## src/rtl/mat_mult_pkg.sv

```systemverilog
// mat_mult_pkg: sequencer states, word geometry and byte-lane extract/pack helpers
package mat_mult_pkg;
  typedef enum logic [2:0] {IDLE, LOAD_A, LOAD_B, COMPUTE, STORE, DONE} state_t;
  localparam int ELEMS_PER_WORD = 4;
  localparam int WORD_WIDTH = 32;
  function automatic logic [7:0] get_byte(input logic [WORD_WIDTH-1:0] w, input logic [1:0] l);
    return w[8*l +: 8];
  endfunction
  function automatic logic [WORD_WIDTH-1:0] put_byte(input logic [WORD_WIDTH-1:0] w, input logic [1:0] l, input logic [7:0] b);
    logic [WORD_WIDTH-1:0] r;
    r = w;
    r[8*l +: 8] = b;
    return r;
  endfunction
endpackage

```

## src/rtl/mat_mult_ctrl_if.sv

```systemverilog
// mat_mult_ctrl_if: word memory port; master drives req/we/addr/wdata, slave returns gnt/rvalid/rdata
interface mat_mult_ctrl_if
  import mat_mult_pkg::*;
#(
  parameter int ADDR_WIDTH = 8
);
  logic req, we, gnt, rvalid;
  logic [ADDR_WIDTH-1:0] addr;
  logic [WORD_WIDTH-1:0] wdata, rdata;
  modport master(output req, we, addr, wdata, input gnt, rvalid, rdata);
  modport slave(input req, we, addr, wdata, output gnt, rvalid, rdata);
endinterface

```

## src/rtl/mat_mac.sv

```systemverilog
// mat_mac: wrapping multiply-accumulate; ports clk, rst_n, clr_i, en_i, a_i, b_i in, sum_o out (value the accumulator takes this cycle)
module mat_mac #(
  parameter int DAT_SIZE = 8
) (
  input  logic clk,
  input  logic rst_n,
  input  logic clr_i,
  input  logic en_i,
  input  logic [DAT_SIZE-1:0] a_i,
  input  logic [DAT_SIZE-1:0] b_i,
  output logic [DAT_SIZE-1:0] sum_o
);
  logic [DAT_SIZE-1:0] acc, prod;
  assign prod = a_i * b_i;
  assign sum_o = (clr_i ? '0 : acc) + prod;
  always_ff @(posedge clk)
    if (!rst_n) acc <= '0;
    else if (en_i) acc <= sum_o;
endmodule

```

## src/rtl/mat_mult_ctrl.sv

```systemverilog
// mat_mult_ctrl: fetch A/B over mem, compute C=AxB with one MAC, write packed C back; ports clk, rst_n, start_i, a/b/c_addr_i in, busy_o, done_o out, mem master
module mat_mult_ctrl
  import mat_mult_pkg::*;
#(
  parameter int MAT_SIZE = 4,
  parameter int DAT_SIZE = 8,
  parameter int ADDR_WIDTH = 8
) (
  input  logic clk,
  input  logic rst_n,
  input  logic start_i,
  input  logic [ADDR_WIDTH-1:0] a_addr_i,
  input  logic [ADDR_WIDTH-1:0] b_addr_i,
  input  logic [ADDR_WIDTH-1:0] c_addr_i,
  output logic busy_o,
  output logic done_o,
  mat_mult_ctrl_if.master mem
);
  localparam int N = MAT_SIZE;
  localparam int W = N * N / ELEMS_PER_WORD;
  localparam int CW = $clog2(W);
  localparam int IW = $clog2(N);
  localparam int BW = CW + 2;
  state_t state, state_nxt;
  logic [ADDR_WIDTH-1:0] b_base, c_base, addr_nxt;
  logic [CW-1:0] wcnt, wcnt_nxt;
  logic [IW-1:0] i, j, k;
  logic [BW-1:0] ai, bi;
  logic [DAT_SIZE-1:0] a_buf [N*N];
  logic [DAT_SIZE-1:0] b_buf [N*N];
  logic [DAT_SIZE-1:0] sum;
  logic req_nxt, we_nxt, loading, rd_done, comp, last_word, last_k, last_j;
  assign busy_o = state != IDLE;
  assign done_o = state == DONE;
  assign loading = state == LOAD_A || state == LOAD_B;
  assign rd_done = loading && !mem.req && mem.rvalid;
  assign comp = state == COMPUTE;
  assign last_word = wcnt == CW'(W - 1);
  assign last_k = k == IW'(N - 1);
  assign last_j = j == IW'(N - 1);
  assign ai = BW'(i) * BW'(N) + BW'(k);
  assign bi = BW'(k) * BW'(N) + BW'(j);
  mat_mac #(.DAT_SIZE(DAT_SIZE)) u_mac (
    .clk(clk),
    .rst_n(rst_n),
    .clr_i(k == '0),
    .en_i(comp),
    .a_i(a_buf[ai]),
    .b_i(b_buf[bi]),
    .sum_o(sum)
  );
  always_comb begin
    state_nxt = state;
    req_nxt = mem.req;
    we_nxt = mem.we;
    addr_nxt = mem.addr;
    wcnt_nxt = wcnt;
    case (state)
      IDLE: if (start_i) begin
        state_nxt = LOAD_A;
        req_nxt = 1'b1;
        we_nxt = 1'b0;
        addr_nxt = a_addr_i;
        wcnt_nxt = '0;
      end
      LOAD_A, LOAD_B:
        if (mem.req && mem.gnt) req_nxt = 1'b0;
        else if (rd_done) begin
          wcnt_nxt = last_word ? '0 : wcnt + CW'(1);
          req_nxt = !(last_word && state == LOAD_B);
          addr_nxt = last_word ? b_base : mem.addr + ADDR_WIDTH'(1);
          state_nxt = !last_word ? state : state == LOAD_A ? LOAD_B : COMPUTE;
        end
      COMPUTE: if (last_k && j[1:0] == 2'd3) begin
        state_nxt = STORE;
        req_nxt = 1'b1;
        we_nxt = 1'b1;
        addr_nxt = c_base + ADDR_WIDTH'(wcnt);
      end
      STORE: if (mem.gnt) begin
        state_nxt = last_word ? DONE : COMPUTE;
        req_nxt = 1'b0;
        we_nxt = 1'b0;
        wcnt_nxt = last_word ? '0 : wcnt + CW'(1);
      end
      DONE: state_nxt = IDLE;
      default: state_nxt = IDLE;
    endcase
  end
  always_ff @(posedge clk) state <= !rst_n ? IDLE : state_nxt;
  always_ff @(posedge clk)
    if (!rst_n) begin
      mem.req <= 1'b0;
      mem.we <= 1'b0;
      mem.addr <= '0;
      mem.wdata <= '0;
      wcnt <= '0;
      i <= '0;
      j <= '0;
      k <= '0;
      b_base <= '0;
      c_base <= '0;
    end else begin
      mem.req <= req_nxt;
      mem.we <= we_nxt;
      mem.addr <= addr_nxt;
      wcnt <= wcnt_nxt;
      if (state == IDLE && start_i) begin
        b_base <= b_addr_i;
        c_base <= c_addr_i;
        i <= '0;
        j <= '0;
        k <= '0;
      end
      if (comp) begin
        k <= last_k ? '0 : k + IW'(1);
        if (last_k) begin
          mem.wdata <= put_byte(mem.wdata, j[1:0], sum);
          j <= last_j ? '0 : j + IW'(1);
          if (last_j) i <= i + IW'(1);
        end
      end
    end
  always_ff @(posedge clk)
    if (rd_done)
      for (int b = 0; b < ELEMS_PER_WORD; b++)
        if (state == LOAD_A) a_buf[{wcnt, 2'(b)}] <= get_byte(mem.rdata, 2'(b));
        else b_buf[{wcnt, 2'(b)}] <= get_byte(mem.rdata, 2'(b));
endmodule

```

## src/flat_wrapper.sv

```systemverilog
// flat-port wrapper written by rule: the top's interface ports become plain ports
module mat_mult_ctrl_flat import mat_mult_pkg::*;
#(
  parameter int MAT_SIZE = 4,
  parameter int DAT_SIZE = 8,
  parameter int ADDR_WIDTH = 8
)
  (clk, rst_n, start_i, a_addr_i, b_addr_i, c_addr_i, busy_o, done_o, mem_req, mem_we, mem_addr, mem_wdata, mem_gnt, mem_rvalid, mem_rdata);
  mat_mult_ctrl_if #(.ADDR_WIDTH(ADDR_WIDTH)) mem_i ();
  input  logic clk;
  input  logic rst_n;
  input  logic start_i;
  input  logic [ADDR_WIDTH-1:0] a_addr_i;
  input  logic [ADDR_WIDTH-1:0] b_addr_i;
  input  logic [ADDR_WIDTH-1:0] c_addr_i;
  output logic busy_o;
  output logic done_o;
  output wire logic [$bits(mem_i.req)-1:0] mem_req;
  output wire logic [$bits(mem_i.we)-1:0] mem_we;
  output wire logic [$bits(mem_i.addr)-1:0] mem_addr;
  output wire logic [$bits(mem_i.wdata)-1:0] mem_wdata;
  input wire logic [$bits(mem_i.gnt)-1:0] mem_gnt;
  input wire logic [$bits(mem_i.rvalid)-1:0] mem_rvalid;
  input wire logic [$bits(mem_i.rdata)-1:0] mem_rdata;
  assign mem_req = mem_i.req;
  assign mem_we = mem_i.we;
  assign mem_addr = mem_i.addr;
  assign mem_wdata = mem_i.wdata;
  assign mem_i.gnt = mem_gnt;
  assign mem_i.rvalid = mem_rvalid;
  assign mem_i.rdata = mem_rdata;
  mat_mult_ctrl #(.MAT_SIZE(MAT_SIZE), .DAT_SIZE(DAT_SIZE), .ADDR_WIDTH(ADDR_WIDTH)) u_core (.clk(clk), .rst_n(rst_n), .start_i(start_i), .a_addr_i(a_addr_i), .b_addr_i(b_addr_i), .c_addr_i(c_addr_i), .busy_o(busy_o), .done_o(done_o), .mem(mem_i));
endmodule
```

## config.mk

```make
export PLATFORM = sky130hd
export DESIGN_NAME = mat_mult_ctrl_flat
export DESIGN_NICKNAME = d
export VERILOG_FILES = /design/src/rtl/mat_mult_pkg.sv /design/src/rtl/mat_mult_ctrl_if.sv /design/src/rtl/mat_mac.sv /design/src/rtl/mat_mult_ctrl.sv /design/src/flat_wrapper.sv
export SDC_FILE = /design/constraint.sdc
export NUM_CORES = 1
export LEC_CHECK = 0
export ABC_CLOCK_PERIOD_IN_PS = 6600
export CORE_MARGIN = 2
export CORE_UTILIZATION = 40
export DETAILED_ROUTE_END_ITERATION = 8
export GPL_TIMING_DRIVEN = 0
export SYNTH_ARGS = -nofsm -noshare
export SYNTH_HDL_FRONTEND = slang
export SYNTH_SLANG_ARGS = --single-unit
```

## constraint.sdc

```tcl
create_clock -name clk -period 6.6 [get_ports clk]
set_input_delay 0.66 -clock clk [delete_from_list [all_inputs] [get_ports clk]]
set_output_delay 0.66 -clock clk [all_outputs]
set_load 0.02 [all_outputs]
```

==> metrics.md, run 1 <==
| Metric | Value |
|---|---|
| Placer Congestion | 0.850 |
| Synth Register Bits | 333 |
| Period utilization | 96.3% |
| Worst-margin pin slew | 1.31 ns |
| Met2 GRT Util | 28.7% |
| Largest family of logic cells by synthesized area | multiplexers |
| Buf/Inv on CP | 1 |
| CTS root buf | clkbuf_16 |
| Delay-heaviest family, CP | adder cells |
| Power Density | 351 mW/mm^2 |
| Hold buffer count at cts | 0 |
| Max Fclk | 157 MHz |
| CP Capture Type | flop |
| Cts bufs inserted | 37 |
| Stages on worst setup path | 19 |
| Rows | 70 |
| Fill cells | 3146 |
| Worst Skew | 0.0127 ns |
| Htree depth | 2 |
| Clk pin slew, worst setup/hold paths | 0.06 ns |
| Worst EP required | 7.01 ns |
| Die width | 195 um |
| Crit path largest cell delay | 1.03 ns |
| Ys async rst share | 0% |
| XOR/XNOR Fraction of Synth Area | 1.67% |
| Max FO, Critical Path | 10 |
| Relative slew slack | 12.2% |
| Area delta synth->final | 20.0% |
| Status | completed |
| Critical Path AT | 6.76 ns |
| Clock Path Buffers | 3 |
| First-pass GRT wire length | 51500 um |
| I/O pin total | 105 |
| Mapped Area | 0.0146 sq mm |
| Final Setup Violations | 0 |
| Hold-critical path depth | 2 |
| Number of synthesized flops with an enable pin | 256 |
| Pre-antenna DRT Iters | 5 |
| Sequential fraction of the synthesis area | 63.0% |
| Final hold slack | 0.456 ns |
| IO buf count | 104 |
| GRT met3 Usage | 2.76% |
| Count of pins over their slew limit | 0 |
| Multiplexer area fraction after synthesis | 11.4% |
| Met1 usage | 25.3% |
| Final nets | 1247 |
| Reg2Reg Depth | 19 |
| Final hold vios | 0 |
| Post-Syn Instances | 985 |
| Placed cell count | 1562 |
| Crit-path cells | nor2_1 > a22oi_1 > nand2_1 > nand2_1 > fa_1 > inv_1 > ha_1 > ha_1 > fa_1 > ha_1 > fa_1 > a21o_1 > a21oi_2 > xnor2_1 > xnor2_1 > xnor2_1 > xnor3_4 > o2111ai_1 > o211ai_1 |
| Setup TNS | 0 ns |
| Most frequent cells in the layout | edfxtp_1, clkdlybuf4s50_1, nand2_1 |
| WS Path Type | flop to flop |
| DRT iter0 DRCs | 696 |
| Total grt overflow | 0 |
| Die Area | 0.0382 sq mm |
| Post-synthesis cell type count | 65 |
| DR vias | 8744 |
| Leakage power | 5.92 nW |
| Mean post-synth cell area | 14.9 sq um |
| Worst hold path type | flop to flop |
| Routed len/inst | 20.7 um |
| # DRC | 0 |
| Compound-gate portion of the synthesized area | 8.04% |
| Vias in the first global route | 8616 |
| Gr usage total | 17.8% |
| Max IR drop VDD | 0.000262 V |
| Net Count, Synth | 1097 |
| Gr busiest metal | met2 |
| RSZ-0062 raised after global routing | false |
| CTS tree | built |
| Crit path launch type | flop |
| Vias per inst | 5.37 |
| DP Wirelength | 23100 um |
| Total wire length | 33700 um |
| Storage element area | 0.00923 sq mm |
| Fin crit period | 6.35 ns |
| YS warnings | 0 |
| Final total power | 6.17 mW |
| Max Cap Viol | 0 |
| Post-synth top flop | edfxtp_1 |
| Multi-input logic area | 0.00502 sq mm |
| Simple-gate share of the synthesized area | 7.66% |
| Sink Count | 333 |
| Final non-filler cell total | 1629 |
| Pin count of the biggest net entering global routing | 33 |
| Core Area | 0.0363 sq mm |
| Worst skew pair latency | 0.54 ns |
| Synth Area in Adders | 5.33% |
| N_diodes | 0 |
| Antenna violations before repair | 0 |
| Initial Util | 40.3% |
| Chip height | 195 um |
| Commonest non-fill, non-tap cell in the layout | edfxtp_1 |
| Antenna-violating nets left | 0 |
| Proportion of layout cells with a drive suffix above 1 | 14.4% |
| Slowest cell on the critical path | nor2_1 |
final timing paths:
check / startpoint / endpoint / slack, ns
max: u_core.i[0] / u_core.mem.wdata[31] / 0.25
min: u_core.u_mac.acc[0] / u_core.u_mac.acc[0] / 0.46
max reg2reg: u_core.i[0] / u_core.mem.wdata[31] / 0.25
min reg2reg: u_core.u_mac.acc[0] / u_core.u_mac.acc[0] / 0.46
registers in the layout, indices dropped and copies added (netlist names), 3 cells and up:
signal and cells:
u_core.mem.addr 8, u_core.u_mac.acc 8, u_core.state 3, u_core.b_base 8, u_core.mem.wdata 32, u_core.c_base 8, u_core.a_buf 128, u_core.b_buf 128
synthesized netlist by cell type (2+ instances only):
cell / instances / share of area, %
nor2_1: 62 / 1.6
nor4_1: 2 / 0.085
nor4b_2: 3 / 0.31
a31oi_1: 3 / 0.13
nor2b_1: 10 / 0.43
o21ai_0: 20 / 0.68
nand3_1: 12 / 0.41
or2_2: 4 / 0.17
nand4_1: 6 / 0.26
mux2_2: 2 / 0.15
mux2i_1: 9 / 0.62
a22oi_1: 46 / 2.4
xor2_1: 8 / 0.48
dfxtp_1: 77 / 11
a21oi_1: 52 / 1.8
nand2b_1: 10 / 0.43
buf_1: 6 / 0.15
o211ai_1: 8 / 0.41
a21o_1: 5 / 0.26
o2111ai_1: 4 / 0.24
nor3_1: 5 / 0.17
a2bb2oi_1: 4 / 0.24
nand2_1: 104 / 2.7
ha_1: 32 / 2.7
a211oi_1: 2 / 0.10
buf_6: 3 / 0.23
and2_1: 14 / 0.60
a22o_1: 5 / 0.30
a22oi_2: 3 / 0.26
xnor2_1: 17 / 1.0
mux4_2: 47 / 7.2
inv_1: 38 / 0.97
buf_12: 4 / 0.55
mux4_1: 19 / 3.4
buf_2: 5 / 0.17
a211oi_2: 2 / 0.17
clkbuf_1: 28 / 0.72
edfxtp_1: 256 / 52
nand2_2: 3 / 0.13
fa_1: 19 / 2.6
a211o_1: 2 / 0.12
worst min-delay path, cell delays in order (launching register included):
cell and delay (ns):
dfxtp_1 0.31, nand2_1 0.05, a21oi_1 0.05
layout make-up:
class	instances	area share, %
flip-flops and latches	333	52.5
multi-input cells	566	28.6
repair buffers	111	6.30
clock buffers	45	5.73
well taps	468	3.33
plain buffers	47	1.65
clock inverters	20	1.05
inverters	39	0.833
metal layers:
metal / share of wire, % / up-vias
li1: - / 4076
met1: 46 / 4385
met2: 47 / 246
met3: 5.2 / 37
met4: 1.6 / 0
met5: 0 / -
per-stage QoR:
step / worst slack [ns] / utilization, % / cell area, sq um
after floorplan: 0.947 / - / 14600
after global placement: -0.603 / 44.8 / 16300
after detailed placement: -0.351 / 44.9 / 16300
after CTS: 0.0520 / 48.2 / 17500
after global routing: 0.00158 / 48.3 / 17600
final: 0.247 / 48.3 / 17600
cells by family (layout without fill, tap and decap cells):
group | count (synthesis) | in the layout
flops | 333 | 333
simple gates | 242 | 242
compound gates | 170 | 170
buf+inv | 86 | 262
mux | 77 | 77
fa+ha+maj | 51 | 51
xor+xnor | 26 | 26
power by group:
part / internal [mW] / switching, mW
logic: 0.668 / 1.04
clock network: 1.17 / 0.825
registers: 2.39 / 0.0717
total: 4.23 / 1.94
what timing repair did:
item | in CTS | in global routing
setup buffers | 0 | 2
setup endpoints to repair | 5 | 5
gates resized for setup | 5 | 9
pin swaps | 0 | 1
(Power assumes the default switching activity.)
==> run 2: changes to the inputs <==
--- a/config.mk
+++ b/config.mk
@@ -10,6 +10,7 @@
 export CORE_UTILIZATION = 40
 export DETAILED_ROUTE_END_ITERATION = 8
 export GPL_TIMING_DRIVEN = 0
+export SLEW_MARGIN = 20
 export SYNTH_ARGS = -nofsm -noshare
 export SYNTH_HDL_FRONTEND = slang
 export SYNTH_SLANG_ARGS = --single-unit
==> run 2 against run 1 <==
Net effect:
- non-clock buffer count is 8 higher
- sequential share of layout area decreased by 0.40 points
- via count up 1.2%
- combinational power is essentially flat
- cell area up 0.75%
- flip-flop and latch count unchanged
- core utilization is 0.36 points higher
- cell count increased by 0.55%
- sequential power about the same
==> metrics.md, run 2 (same netlist as run 1, synthesis figures left out) <==
| Metric | Value |
|---|---|
| Final total power | 6.17 mW |
| Worst-margin pin slew | 0.892 ns |
| Leakage power | 5.97 nW |
| Area delta synth->final | 20.9% |
| Initial Util | 40.3% |
| DR vias | 8847 |
| Fill cells | 3139 |
| Pre-antenna DRT Iters | 5 |
| Routed len/inst | 21.0 um |
| Placed Area | 0.0165 sq mm |
| Final Setup Violations | 0 |
| Count of pins over their slew limit | 0 |
| Final hold vios | 0 |
| Total wire length | 34500 um |
| Chip height | 195 um |
| Max FO, Critical Path | 10 |
| Antenna violations before repair | 0 |
| Clk pin slew, worst setup/hold paths | 0.06 ns |
| Antenna-violating nets left | 0 |
| Die Area | 0.0382 sq mm |
| Critical Path AT | 6.74 ns |
| Worst hold path type | flop to flop |
| Most frequent cells in the layout | edfxtp_1, clkdlybuf4s50_1, nand2_1 |
| Proportion of layout cells with a drive suffix above 1 | 14.5% |
| Largest regs | u_core.a_buf (128), u_core.b_buf (128), u_core.mem.wdata (32) |
| Crit path launch type | flop |
| Final nets | 1255 |
| Fin area | 0.0177 sq mm |
| Htree depth | 2 |
| Relative slew slack | 40.4% |
| Pin count of the biggest net entering global routing | 33 |
| Total grt overflow | 0 |
| Final non-filler cell total | 1638 |
| IO buf count | 104 |
| Worst Skew | 0.0297 ns |
| Rows | 70 |
| Max Fclk | 157 MHz |
| Status | completed |
| CTS root buf | clkbuf_16 |
| Worst skew pair latency | 0.53 ns |
| Clock Path Buffers | 3 |
| Placer Congestion | 0.850 |
| DP Wirelength | 23700 um |
| CP Capture Type | flop |
| Placed cell count | 1570 |
| First-pass GRT wire length | 52300 um |
| Die width | 195 um |
| Cts bufs inserted | 37 |
| # DRC | 0 |
| Gr usage total | 18.0% |
| Hold buffer count at cts | 0 |
| DRT iter0 DRCs | 683 |
| Setup slack, reg-to-reg | 0.25 ns |
| Vias per inst | 5.40 |
| CTS tree | built |
| Max Cap Viol | 0 |
| I/O pin total | 105 |
| Worst EP required | 6.99 ns |
| Period utilization | 96.2% |
| Fin crit period | 6.35 ns |
| WS Path Type | flop to flop |
| Power Density | 349 mW/mm^2 |
| Core Area | 0.0363 sq mm |
| Sink Count | 333 |
| Max IR drop VDD | 0.000257 V |
| N_diodes | 0 |
| Commonest non-fill, non-tap cell in the layout | edfxtp_1 |
| Vias in the first global route | 8872 |
==> run 2: cell count changes in the layout (fill, tap and decap cells not counted), moves of 2 or more <==
cell	delta
clkinv_2	-2
clkinvlp_4	+3
clkbuf_8	-2
clkinv_4	-3
buf_2	+5
clkbuf_1	+7
buf_16	+2
buf_12	+5
buf_4	-4
==> run 2: critical path: stages, from the launching register on <==
cell and delay, ns:
dfxtp_2 0.40, buf_6 0.22, buf_12 0.18, buf_12 0.16, mux4_1 0.60, a22oi_1 0.25
nand2_2 0.17, nand2_1 0.13, fa_1 0.40, inv_1 0.09, fa_1 0.42, ha_1 0.29
inv_1 0.05, fa_1 0.53, inv_1 0.07, fa_1 0.45, a21o_1 0.21, a21oi_2 0.21
xnor2_1 0.17, xnor2_1 0.16, xnor2_1 0.14, xnor3_4 0.62, o2111ai_1 0.13, o211ai_1 0.12
==> run 2: timing repair <==
action,4_1_cts,5_1_grt
setup buffers,0,2
pin swaps,0,1
resized for setup,5,7
setup endpoints to repair,5,5
gates cloned,0,0
==> run 2: per-layer routing <==
metal,vias up,share of wire [%],global-route usage (%)
met5,-,0,0
met1,4444,46,25.4
met4,0,1.8,4.58
li1,4085,-,-
met3,52,5.0,2.80
met2,266,47,29.5
==> run 2: through the flow <==
step	util, %	setup TNS (ns)	hold WS (ns)	setup WS [ns]
2_1_floorplan	-	0	0.432	0.947
3_3_place_gp	44.8	-20.59	0.443	-0.603
3_5_place_dp	45.3	-1.86	0.451	-0.382
4_1_cts	48.6	0	0.459	0.0178
5_1_grt	48.7	-0.00188	0.477	-0.00188
6_report	48.7	0	0.458	0.249
==> run 2: worst paths after layout <==
path / from / end / depth (start not counted)
max reg2reg: u_core.k[0] / u_core.mem.wdata[15] / 23
max: u_core.k[0] / u_core.mem.wdata[15] / 23
min reg2reg: u_core.u_mac.acc[0] / u_core.u_mac.acc[0] / 2
min: u_core.u_mac.acc[0] / u_core.u_mac.acc[0] / 2
==> run 2: cell type report <==
type	instances	area, sq um	share of cell area [%]
sequential	333	9230	52.1
multi-input combinational	566	5020	28.4
timing repair buffer	119	1260	7.13
clock buffer	50	1010	5.68
tap	468	586	3.31
buffer	47	287	1.62
clock inverter	16	163	0.919
inverter	39	146	0.827
==> run 2: power breakdown <==
part	total [mW]	switching [mW]	internal, mW
clock network	1.97	0.813	1.16
logic	1.74	1.06	0.680
registers	2.46	0.0733	2.39
==> run 3: changes to the inputs <==
--- a/config.mk
+++ b/config.mk
@@ -6,7 +6,7 @@
 export NUM_CORES = 1
 export LEC_CHECK = 0
 export ABC_CLOCK_PERIOD_IN_PS = 6600
-export CORE_MARGIN = 2
+export CORE_MARGIN = 3
 export CORE_UTILIZATION = 40
 export DETAILED_ROUTE_END_ITERATION = 8
 export GPL_TIMING_DRIVEN = 0
==> run 3 against run 2 <==
Net effect:
- fmax increased by 0.51%
- combinational power increased by 2%
- worst hold slack got worse by 0.0038 ns
- non-clock buffer count decreased by 1
- global-route usage decreased by 0.58 points
- critical path depth decreased by 1
- sequential power about the same
- total power about the same
- setup slack improved by 0.032 ns
- cell count decreased by 0.49%
- sequential share of layout area increased by 0.084 points
- largest power group unchanged
- die area increased by 2.1%
- highest routed layer unchanged
==> metrics.md, run 3 (same netlist as run 1, synthesis figures left out) <==
| Metric | Value |
|---|---|
| Critical Path AT | 6.72 ns |
| Largest regs | u_core.a_buf (128), u_core.b_buf (128), u_core.mem.wdata (32) |
| Power Density | 349 mW/mm^2 |
| Worst EP required | 7.00 ns |
| Count of pins over their slew limit | 0 |
| RSZ-0062 raised after global routing | false |
| Clock share of power | 31.2% |
| Worst Hold End | u_core.u_mac.acc[2] |
| Period utilization | 95.7% |
| Gr usage total | 17.5% |
| Commonest non-fill, non-tap cell in the layout | edfxtp_1 |
| Max FO, Critical Path | 10 |
| I/O pin total | 105 |
| Relative slew slack | 40.0% |
| Min-Delay Startpoint | u_core.u_mac.acc[2] |
| Hold buffer count at cts | 0 |
| Crit path launch type | flop |
| Antenna-violating nets left | 0 |
| Total grt overflow | 0 |
| CTS root buf | clkbuf_16 |
| Reg2Reg Depth | 22 |
| Worst skew pair latency | 0.53 ns |
| Clk pin slew, worst setup/hold paths | 0.06 ns |
| First-pass GRT wire length | 52000 um |
| Die Area | 0.0389 sq mm |
| Worst Skew | 0.0292 ns |
| Clock Path Buffers | 3 |
| DR vias | 8865 |
| Chip height | 197 um |
| CP Capture Type | flop |
| Worst hold path type | flop to flop |
| # DRC | 0 |
| Routed len/inst | 21.1 um |
| Comb power frac | 28.9% |
| Status | completed |
| Max Fclk | 158 MHz |
| Sink Count | 333 |
| Setup TNS | 0 ns |
| Final Setup Violations | 0 |
| FF-to-FF End | u_core.mem.wdata[31] |
| Fin area | 0.0177 sq mm |
| Total wire length | 34400 um |
| WS Path Type | flop to flop |
| N_diodes | 0 |
| Cts bufs inserted | 36 |
| Placed Area | 0.0165 sq mm |
| Sw frac | 32.3% |
| Pin count of the biggest net entering global routing | 31 |
| Crit-path cells | buf_2 > clkbuf_4 > mux4_1 > a22oi_1 > nand2_2 > nand2_1 > fa_1 > inv_1 > fa_1 > ha_1 > inv_1 > fa_1 > inv_1 > fa_1 > a21o_1 > a21oi_1 > xnor2_1 > xnor2_1 > xnor2_2 > xnor3_4 > o2111ai_1 > o211ai_1 |
| Pint | 4.18 mW |
| Pre-antenna DRT Iters | 5 |
| Placed cell count | 1562 |
| Rows | 69 |
| Vias in the first global route | 8560 |
| Max Cap Viol | 0 |
| Die width | 197 um |
| Setup slack, reg-to-reg | 0.28 ns |
| CTS tree | built |
| Htree depth | 2 |
| Max IR drop VDD | 0.000207 V |
| Final non-filler cell total | 1630 |
| Placer Congestion | 0.861 |
| Final nets | 1254 |
| Slowest cell on the critical path | fa_1 |
| Sequential power share | 39.9% |
| P_sw | 1.99 mW |
| Worst-margin pin slew | 0.898 ns |
| Worst r2r src | u_core.j[1] |
| Proportion of layout cells with a drive suffix above 1 | 15.1% |
| Initial Util | 40.9% |
| Final Util | 49.3% |
| Core Area | 0.0358 sq mm |
| Most frequent cells in the layout | edfxtp_1, clkdlybuf4s50_1, nand2_1 |
| Antenna violations before repair | 0 |
| Fin crit period | 6.32 ns |
| DRT iter0 DRCs | 600 |
| IO buf count | 104 |
| Final total power | 6.17 mW |
| Crit path largest cell delay | 0.54 ns |
| Vias per inst | 5.44 |
| DP Wirelength | 23700 um |
| Area delta synth->final | 20.7% |
| Leakage power | 5.98 nW |
| Most used cell, CP | fa_1 |
| Hold-critical path depth | 2 |
| Final hold vios | 0 |
[run 3: worst max-delay path, delay by kind of cell (launching register included)]
kind	cells	cell delay [ns]
compound gates	5	1.05
buf+inv	5	0.83
fa+ha+maj	5	2.10
flops	1	0.41
xor+xnor	4	1.08
mux	1	0.38
simple gates	2	0.32
[run 3: stage by stage]
step           hold slack (ns)  setup slack (ns)
6_report                 0.455             0.281
3_5_place_dp             0.447            -0.336
5_1_grt                  0.475            0.0187
3_3_place_gp             0.442            -0.521
2_1_floorplan            0.432             0.947
4_1_cts                  0.455            0.0517
[run 3: layout make-up]
class | count | area [sq um]
timing repair buffer | 118 | 1230
fill | 3027 | 18200
tap | 461 | 577
sequential | 333 | 9230
inverter | 39 | 146
buffer | 47 | 285
clock inverter | 22 | 181
clock buffer | 43 | 968
multi-input combinational | 567 | 5050
[run 3: power groups by stage]
stage          Sequential, mW  Clock, mW  Combinational, mW
2_1_floorplan            2.52          0               1.12
3_3_place_gp             2.51          0               1.68
3_5_place_dp             2.51          0               1.71
4_1_cts                  2.46       1.97               1.72
5_1_grt                  2.47       2.05               1.96
6_report                 2.46       1.93               1.78
[run 3: worst max-delay path by stage]
stage	end	cells after the start	startpoint
floorplan	u_core.u_mac.acc[7]	23	u_core.k[0]
detailed placement	u_core.mem.wdata[31]	22	u_core.k[1]
global route	u_core.mem.wdata[23]	21	u_core.j[1]
CTS	u_core.mem.wdata[31]	23	u_core.k[0]
finish	u_core.mem.wdata[31]	22	u_core.j[1]
global placement	u_core.b_buf[14][0]	3	mem_rvalid
[run 3: layer usage]
layer / part of all wire, % / up-vias / track usage (%)
met4: 2.1 / 0 / 4.65
li1: - / 4084 / -
met5: 0 / - / 0
met3: 5.3 / 57 / 2.32
met1: 48 / 4464 / 26.4
met2: 45 / 260 / 26.9
[run 3: what timing repair did]
| action | in CTS | in global routing |
|---|---|---|
| resized for setup | 6 | 7 |
| setup buffers | 0 | 2 |
| pin swaps | 0 | 2 |
| endpoints found under the hold margin | 0 | 0 |
| gates cloned | 0 | 1 |
| setup endpoints to repair | 5 | 5 |
